File: config.mk
export PLATFORM = sky130hd
export DESIGN_NAME = pps_mem_port_arb
export DESIGN_NICKNAME = d
export VERILOG_FILES = /design/src/rtl/pps_mem_port_arb_pkg.sv /design/src/rtl/pps_rr_pick.sv /design/src/rtl/pps_mem_port_arb.sv
export SDC_FILE = /design/constraint.sdc
export NUM_CORES = 1
export LEC_CHECK = 0
export BUFFER_PORTS_ARGS = -buffer_cell sky130_fd_sc_hd__buf_2
export CELL_PAD_IN_SITES_DETAIL_PLACEMENT = 2
export CELL_PAD_IN_SITES_GLOBAL_PLACEMENT = 2
export CORE_ASPECT_RATIO = 1.5
export CORE_MARGIN = 2
export CORE_UTILIZATION = 10
export CTS_BUF_LIST = sky130_fd_sc_hd__clkbuf_8
export CTS_CLUSTER_DIAMETER = 40
export DETAILED_ROUTE_END_ITERATION = 16
export PLACE_DENSITY = 0.8
export SLEW_MARGIN = 15
export SYNTH_ARGS = -nofsm -noshare
export SYNTH_HDL_FRONTEND = slang
export SYNTH_HIERARCHICAL = 1
export SYNTH_SLANG_ARGS = --single-unit
export TNS_END_PERCENT = 1
File: constraint.sdc
create_clock -name clk_i -period 1.39 [get_ports clk_i]
set_input_delay 0.0695 -clock clk_i [delete_from_list [all_inputs] [get_ports clk_i]]
set_output_delay 0.0695 -clock clk_i [all_outputs]
set_load 0.02 [all_outputs]
File: src/rtl/pps_mem_port_arb_pkg.sv
// rtl/pps_mem_port_arb_pkg.sv - shared constants and helpers for the memory port arbiter
`ifndef MEM_ADDR_WIDTH
`define MEM_ADDR_WIDTH 10
`endif

package pps_mem_port_arb_pkg;

  localparam int ARB_RR    = 0;
  localparam int ARB_FIXED = 1;

  // Never returns less than 1 so a two-port or one-port index still has a bit.
  function automatic int pps_clog2(input int n);
    int w;
    w = 1;
    while ((1 << w) < n) w++;
    return w;
  endfunction

endpackage

File: src/rtl/pps_rr_pick.sv
// rtl/pps_rr_pick.sv - rotate-priority encoder: first requester at or after ptr wins
module pps_rr_pick #(
  parameter int N  = 2,
  parameter int IW = 1
) (
  input  logic [N-1:0]  req_i,
  input  logic [IW-1:0] ptr_i,
  output logic [N-1:0]  gnt_o,
  output logic [IW-1:0] idx_o
);

  always_comb begin : pick
    logic          found;
    logic [IW-1:0] k;
    found = 1'b0;
    k     = '0;
    gnt_o = '0;
    idx_o = '0;
    for (int off = 0; off < N; off++) begin
      k = IW'((int'(ptr_i) + off) % N);
      if (!found && req_i[k]) begin
        found    = 1'b1;
        gnt_o[k] = 1'b1;
        idx_o    = k;
      end
    end
  end

endmodule

File: src/rtl/pps_mem_port_arb.sv
// rtl/pps_mem_port_arb.sv - multiplexes NUM_PORTS requesters onto one single-ported SRAM
module pps_mem_port_arb
  import pps_mem_port_arb_pkg::*;
#(
  parameter int NUM_PORTS  = 2,
  parameter int ADDR_WIDTH = `MEM_ADDR_WIDTH,
  parameter int DATA_WIDTH = 32,
  parameter int ARB_MODE   = ARB_RR,
  parameter int MAX_WAIT   = 8
) (
  input  logic                                clk_i,
  input  logic                                rst_i,
  input  logic [NUM_PORTS-1:0]                req_i,
  input  logic [NUM_PORTS-1:0]                we_i,
  input  logic [NUM_PORTS*ADDR_WIDTH-1:0]     addr_i,
  input  logic [NUM_PORTS*DATA_WIDTH-1:0]     wdata_i,
  input  logic [NUM_PORTS*(DATA_WIDTH/8)-1:0] bwe_i,
  output logic [NUM_PORTS-1:0]                gnt_o,
  output logic [NUM_PORTS-1:0]                rvalid_o,
  output logic [DATA_WIDTH-1:0]               rdata_o,
  output logic [ADDR_WIDTH-1:0]               mem_addr_o,
  output logic [DATA_WIDTH-1:0]               mem_wdata_o,
  output logic [DATA_WIDTH/8-1:0]             mem_bwe_o,
  output logic                                mem_re_o,
  input  logic [DATA_WIDTH-1:0]               mem_rdata_i
);

  localparam int IW = pps_clog2(NUM_PORTS);
  localparam int BW = DATA_WIDTH / 8;

  logic [NUM_PORTS-1:0] pick_gnt;
  logic [IW-1:0]        pick_idx;
  logic                 any_gnt;
  logic [NUM_PORTS-1:0] rvalid_q, rvalid_d;

  generate
    if (NUM_PORTS == 1) begin : g_single
      assign pick_gnt = req_i;
      assign pick_idx = '0;
    end else if (ARB_MODE == ARB_RR) begin : g_rr
      logic [IW-1:0] ptr_q, ptr_d;

      pps_rr_pick #(.N(NUM_PORTS), .IW(IW)) u_pick (
        .req_i(req_i), .ptr_i(ptr_q), .gnt_o(pick_gnt), .idx_o(pick_idx)
      );

      always_comb begin
        ptr_d = ptr_q;
        if (any_gnt) ptr_d = (pick_idx == IW'(NUM_PORTS - 1)) ? '0 : pick_idx + 1'b1;
      end

      always_ff @(posedge clk_i or posedge rst_i) begin
        if (rst_i) ptr_q <= '0;
        else       ptr_q <= ptr_d;
      end
    end else begin : g_fixed
      logic [NUM_PORTS-1:0][7:0] wait_q, wait_d;
      logic [NUM_PORTS-1:0]      starved, s_gnt, n_gnt;
      logic [IW-1:0]             s_idx, n_idx;

      // A port that stopped requesting must not win on a stale counter.
      always_comb begin
        for (int i = 0; i < NUM_PORTS; i++) begin
          starved[i] = req_i[i] && (wait_q[i] == 8'(MAX_WAIT));
          if (!req_i[i] || gnt_o[i])            wait_d[i] = '0;
          else if (wait_q[i] != 8'(MAX_WAIT))   wait_d[i] = wait_q[i] + 8'd1;
          else                                  wait_d[i] = wait_q[i];
        end
      end

      pps_rr_pick #(.N(NUM_PORTS), .IW(IW)) u_pick_starved (
        .req_i(starved), .ptr_i('0), .gnt_o(s_gnt), .idx_o(s_idx)
      );
      pps_rr_pick #(.N(NUM_PORTS), .IW(IW)) u_pick_normal (
        .req_i(req_i), .ptr_i('0), .gnt_o(n_gnt), .idx_o(n_idx)
      );

      assign pick_gnt = (|s_gnt) ? s_gnt : n_gnt;
      assign pick_idx = (|s_gnt) ? s_idx : n_idx;

      always_ff @(posedge clk_i or posedge rst_i) begin
        if (rst_i) wait_q <= '0;
        else       wait_q <= wait_d;
      end
    end
  endgenerate

  assign gnt_o   = rst_i ? '0 : pick_gnt;
  assign any_gnt = |gnt_o;

  always_comb begin
    mem_addr_o  = '0;
    mem_wdata_o = '0;
    mem_bwe_o   = '0;
    mem_re_o    = 1'b0;
    rvalid_d    = '0;
    if (any_gnt) begin
      mem_addr_o  = addr_i[pick_idx*ADDR_WIDTH +: ADDR_WIDTH];
      mem_wdata_o = wdata_i[pick_idx*DATA_WIDTH +: DATA_WIDTH];
      if (we_i[pick_idx]) begin
        mem_bwe_o = bwe_i[pick_idx*BW +: BW];
      end else begin
        mem_re_o = 1'b1;
        rvalid_d = gnt_o;
      end
    end
  end

  // rvalid doubles as the registered owner of the read in flight.
  always_ff @(posedge clk_i or posedge rst_i) begin
    if (rst_i) rvalid_q <= '0;
    else       rvalid_q <= rvalid_d;
  end

  assign rvalid_o = rvalid_q;
  assign rdata_o  = (|rvalid_q) ? mem_rdata_i : '0;

endmodule

Word-level counts from Yosys, hierarchy flattened
Index checks and enable logic that the tools add are counted.
{"block": "classes", "n_addsub": 2, "multipliers": 1, "n_lt_le_gt_ge": 5, "n_shift": 3, "muxes": 26, "n_bitwise": 1, "reduce_logical": 6}
{"operator": "$mux 32", "n": 2}
{"operator": "$shiftx 64x7->32", "n": 1}
{"operator": "$shiftx 20x6->10", "n": 1}
{"operator": "$mux 1", "n": 14}
{"operator": "$mux 10", "n": 1}
{"operator": "$mux 2", "n": 5}
{"operator": "$mux 4", "n": 2}
{"operator": "$shiftx 8x4->4", "n": 1}
{"operator": "$lt 1x2->1 const B", "n": 3}
{"operator": "$mul 1x3->4 const B", "n": 1}
{"operator": "$reduce_or 2->1", "n": 2}
{"operator": "$logic_and 1x1->1", "n": 3}
{"operator": "$add 1x1->1 const B", "n": 2}
{"operator": "$demux 1 s1", "n": 2}
{"operator": "$ge 1x1->1 const B", "n": 2}
{"operator": "$or 2x2->2", "n": 1}
{"operator": "$logic_not 1->1", "n": 1}
{"block": "totals", "register_bits": 3, "input_bits": 130}

Longest topological paths before layout
{"block": "depth", "word_depth": 10, "depth_mapped": 6}

By module
Netlist, hierarchy kept.
{"module": "pps_mem_port_arb", "instances": 1, "cells_each": 156, "area_per_inst_um2": 1121.1}
{"module": "pps_rr_pick", "instances": 1, "cells_each": 4, "area_per_inst_um2": 30.0}

Least setup slack after synthesis
OpenSTA, ideal clock, no wires.
{"block": "synth_path", "path_kind": "register to output", "startpoint": "register g_rr.ptr_q", "endpoint": "output port mem_bwe_o[0]", "arrival_time_ns": 1.337, "required_ns": 1.321, "path_slack_ns": -0.017, "path_stages_with_launch": 7, "path_cell_list": "dfrtp_1 inv_1 a21boi_1 buf_4 buf_4 nand3b_1 a21oi_1"}
{"block": "synth_between", "elab_chain_len": 10}
{"element": "from (decl)", "line_no": "pps_mem_port_arb.sv:41", "rtl": "logic [IW-1:0] ptr_q, ptr_d;"}
{"element": "from (signal assigned)", "line_no": "pps_mem_port_arb.sv:54", "rtl": "else ptr_q <= ptr_d;"}
{"element": "$mux 1 (not written as such) (2 in series)", "line_no": "pps_rr_pick.sv:21", "rtl": "if (!found && req_i[k]) begin"}
{"element": "$mux 1", "line_no": "pps_rr_pick.sv:21"}
{"element": "$logic_not 1->1", "line_no": "pps_rr_pick.sv:21"}
{"element": "$logic_and 1x1->1", "line_no": "pps_rr_pick.sv:21"}
{"element": "$mux 1 (*)", "line_no": "pps_rr_pick.sv:21"}
{"element": "named net pick_idx", "line_no": "pps_mem_port_arb.sv:32", "rtl": "logic [IW-1:0] pick_idx;"}
{"element": "parallel branches: the longest is 2 deep, another holds $shiftx 8x4->4"}
{"element": "$mux 4 (*)", "line_no": "pps_mem_port_arb.sv:100", "rtl": "if (we_i[pick_idx]) begin"}
{"element": "$mux 4 (*)", "line_no": "pps_mem_port_arb.sv:97", "rtl": "if (any_gnt) begin"}
{"element": "to (decl)", "line_no": "pps_mem_port_arb.sv:23", "rtl": "output logic [DATA_WIDTH/8-1:0] mem_bwe_o,"}
Mark *: on every way through the listed nets, which the timed path passes. The select of a mux whose other input is x is not followed.

Worst setup path in the final report
{"block": "layout_path", "startpoint": "register g_rr.ptr_q", "endpoint": "output port mem_wdata_o[16]"}
{"element": "$mux 1 (not written as such) (2 in series)", "line_no": "pps_rr_pick.sv:21"}
{"element": "$mux 1", "line_no": "pps_rr_pick.sv:21"}
{"element": "$logic_not 1->1", "line_no": "pps_rr_pick.sv:21"}
{"element": "$logic_and 1x1->1", "line_no": "pps_rr_pick.sv:21"}
{"element": "$mux 1 (*)", "line_no": "pps_rr_pick.sv:21"}
{"element": "named net pick_idx", "line_no": "pps_mem_port_arb.sv:32"}
{"element": "$shiftx 64x7->32 (*)", "line_no": "pps_mem_port_arb.sv:99", "rtl": "mem_wdata_o = wdata_i[pick_idx*DATA_WIDTH +: DATA_WIDTH];"}
{"element": "$mux 32 (*)", "line_no": "pps_mem_port_arb.sv:97"}
{"element": "to (decl)", "line_no": "pps_mem_port_arb.sv:22", "rtl": "output logic [DATA_WIDTH-1:0] mem_wdata_o,"}
Mark *: on every way through the listed nets, which the timed path passes. The rest lies on a longest branch. The select of a mux whose other input is x is not followed.

==> summary.json <==
{
  "design.core.area": {"value": 11400, "unit": "µm²"},
  "route.detailed.drc": {"value": 0},
  "synth_fa_ha_area_frac": {"value": 0},
  "layout.nets": {"value": 509},
  "grt_overflow_total": {"value": 0},
  "rsz0062_at_grt": {"value": "true"},
  "power.leakage": {"value": 0.00157, "unit": "µW"},
  "synthesis.nets": {"value": 290},
  "clkLatencyLatePin": {"value": 220, "unit": "ps"},
  "cp_slowest_cell": {"value": "dfrtp_1"},
  "regArea": {"value": 75.1, "unit": "µm²"},
  "die_width": {"value": 91.6, "unit": "µm"},
  "worst_min_delay_path_category": {"value": "in -> reg"},
  "antenna_found_initial": {"value": 1},
  "synth_compound_area_frac": {"value": 0.0565},
  "dominant_combinational_cell_family_by_area_after_synthesis": {"value": "simple AND/OR/NAND/NOR gates"},
  "cts_inserted_buffers": {"value": 3},
  "yosys_warnings": {"value": 6},
  "cts.reportedPaths.clkPinSlew": {"value": 30, "unit": "ps"},
  "flow.area_growth_from_synthesis": {"value": 139, "unit": "%"},
  "clk_skew": {"value": 1.68, "unit": "ps"},
  "grt_pass1_wl": {"value": 11000, "unit": "µm"},
  "syn_avg_cell_area": {"value": 7.19, "unit": "µm²"},
  "layout_worst_path_cycle_share": {"value": 1.24},
  "cpMostUsedCell": {"value": "buf_12"},
  "max-clock-path-buffers": {"value": 2},
  "final_cell_mix": {"value": "193 x buf_2, 41 x nor2_1, 38 x mux2i_1, 32 x nor2b_1, 20 x buf_4"},
  "layout.cells.most_common": {"value": "buf_2"},
  "half_perimeter_wire_length_after_detailed_placement": {"value": 6270, "unit": "µm"},
  "initial_utilization": {"value": 0.101},
  "detail_route.iter0.violations": {"value": 12},
  "wl_per_cell": {"value": 14.1, "unit": "µm"},
  "crit_required": {"value": 1320, "unit": "ps"},
  "vias": {"value": 2051},
  "netlist_area": {"value": 1150, "unit": "µm²"},
  "maxCapViolCount": {"value": 0},
  "h-tree-depth": {"value": 1},
  "via_per_inst": {"value": 3.88},
  "post_synth_inst_count": {"value": 160},
  "multiInputGateArea": {"value": 1070, "unit": "µm²"},
  "worstSetupPathType": {"value": "reg -> out"},
  "min_period": {"value": 1720, "unit": "ps"},
  "timing.final.setup_violations": {"value": 50},
  "grt_usage": {"value": 0.109},
  "slew_violations": {"value": 0},
  "synth_cell_types": {"value": 17},
  "worstSetupEndpointType": {"value": "output port"},
  "total_power_divided_by_cell_area": {"value": 622, "unit": "nW/µm²"},
  "cpLargestDelayFamily": {"value": "buffers and inverters"},
  "layout_setup_ws": {"value": -331, "unit": "ps"},
  "ys_ff_latch": {"value": 3},
  "die_ar": {"value": 12400, "unit": "µm²"},
  "slew_at_the_pin_closest_to_its_max_slew_limit": {"value": 275, "unit": "ps"},
  "whs": {"value": 152, "unit": "ps"},
  "ioPinCount": {"value": 213},
  "vias_in_the_first_global_route": {"value": 2230},
  "final_design_area_no_fill": {"value": 2750, "unit": "µm²"},
  "io_buffers": {"value": 212},
  "detail-route-antenna-nets": {"value": 0},
  "firstDrtPassIters": {"value": 2},
  "critPathMaxFanout": {"value": 8},
  "grt_start_max_net_pins": {"value": 33},
  "violated_checks": {"value": "setup timing"},
  "synth_xor_xnor_area_share": {"value": 0},
  "insertedDiodeCount": {"value": 0},
  "placed_cell_area": {"value": 2440, "unit": "µm²"},
  "clockRootBuffer": {"value": "clkbuf_8"},
  "timing.max_slew.rel_slack": {"value": 0.817},
  "crit_path_max_incr_delay": {"value": 360, "unit": "ps"},
  "irDropWorstVdd": {"value": 268, "unit": "µV"},
  "dieHeight": {"value": 135, "unit": "µm"},
  "synth.yosys.seq_area_share": {"value": 0.0652},
  "path_cells": {"value": "inv_2 > a21boi_4 > buf_12 > buf_12 > mux2i_1 > nor2_1 > buf_4"},
  "tritoncts": {"value": "built"},
  "timing.fmax": {"value": 581, "unit": "MHz"},
  "synthMuxAreaShare": {"value": 0.387},
  "gp_congestion": {"value": 0.767},
  "fillers": {"value": 1337},
  "cts.sinks": {"value": 3},
  "worstPathBufferInverterCount": {"value": 4},
  "final_hold_viols": {"value": 0},
  "synth_simple_gate_area_share": {"value": 0.393},
  "fp-row-count": {"value": 48},
  "drive_gt1_frac": {"value": 0.669},
  "startpoint_type": {"value": "flop"},
  "run_status": {"value": "finished with violations"},
  "crit_arrival": {"value": 1650, "unit": "ps"},
  "routed_wirelength": {"value": 7430, "unit": "µm"}
}
-- metal layers --
layer  GRT usage  vias to the layer above  wire length [µm]  share of wire
li1            -                      965                 -              -
met1      0.0933                      922              2250           0.30
met2       0.232                      150              4290           0.58
met3      0.0339                       12               769           0.10
met4      0.0286                        2               107          0.014
met5           0                        -                13         0.0017
-- state kept, by name, indices dropped and copies added (netlist names) --
register and flops:
g_rr.ptr_q 1, rvalid_o 2
-- cell usage after synthesis --
| master | n | area, µm² |
|---|---|---|
| nand3b_1 | 4 | 30.0 |
| mux2_4 | 1 | 15.0 |
| o21bai_4 | 1 | 18.8 |
| buf_2 | 6 | 30.0 |
| buf_4 | 4 | 30.0 |
| nor2b_1 | 34 | 213 |
| dfrtp_1 | 3 | 75.1 |
| mux2i_1 | 43 | 430 |
| inv_1 | 3 | 11.3 |
| clkbuf_4 | 1 | 7.51 |
| a21boi_1 | 2 | 15.0 |
| nand3_1 | 4 | 20.0 |
| nor2_1 | 44 | 165 |
| a21boi_2 | 1 | 11.3 |
| nor3b_2 | 2 | 25.0 |
| a21oi_1 | 4 | 20.0 |
| buf_6 | 3 | 33.8 |
-- power by group --
part	switching, µW	internal, µW
clock	65.5	189
sequential	8.49	99.4
combinational	708	639
-- layout make-up --
class | instances | area share
repair buffers | 228 | 0.494
multi-input cells | 140 | 0.390
well taps | 150 | 0.0683
flip-flops and latches | 3 | 0.0273
clock buffers | 3 | 0.0150
inverters | 3 | 0.00410
clock inverters | 1 | 0.00137
-- metrics by stage --
stage / utilization / std cells / total power [µW] / setup WS (ps) / setup TNS, ps
2_1_floorplan: - / 160 / 793 / -16.6 / -34.6
3_3_place_gp: 0.215 / 518 / 1250 / -59.8 / -1550
3_5_place_dp: 0.215 / 518 / 1290 / -120 / -3710
4_1_cts: 0.230 / 526 / 1640 / -287 / -11490
5_1_grt: 0.242 / 528 / 1830 / -422 / -16900
6_report: 0.242 / 528 / 1710 / -331 / -12240
-- final timing paths --
| check | to | slack [ps] | cells after the start | from |
|---|---|---|---|---|
| hold reg to reg | g_rr.ptr_q | 690 | 3 | g_rr.ptr_q |
| hold / removal | rvalid_o[1] | 150 | 2 | rst_i |
| min in group asynchronous | rvalid_o[1] | 360 | 3 | rst_i |
| setup reg to reg | rvalid_o[0] | -70 | 5 | g_rr.ptr_q |
| setup / recovery | mem_wdata_o[16] | -330 | 7 | g_rr.ptr_q |
| max in group asynchronous | rvalid_o[0] | 900 | 3 | rst_i |
-- cell families (layout without fill, tap and decap cells) --
kind of cell / count (synthesis) / in the layout
and+or+nand+nor: 88 / 88
DFF: 3 / 3
AOI/OAI and AO/OA: 8 / 8
buffers and inverters: 17 / 235
muxes: 44 / 44
-- timing repair --
item / 4_1_cts / 5_1_grt
hold buffers: 1 / 0
pin swaps: 5 / 9
gates cloned: 1 / 1
hold endpoints to repair: 3 / 0
setup buffers: 2 / 1
gates resized for setup: 25 / 26
setup endpoints to repair: 51 / 51
(Power assumes the default switching activity.)
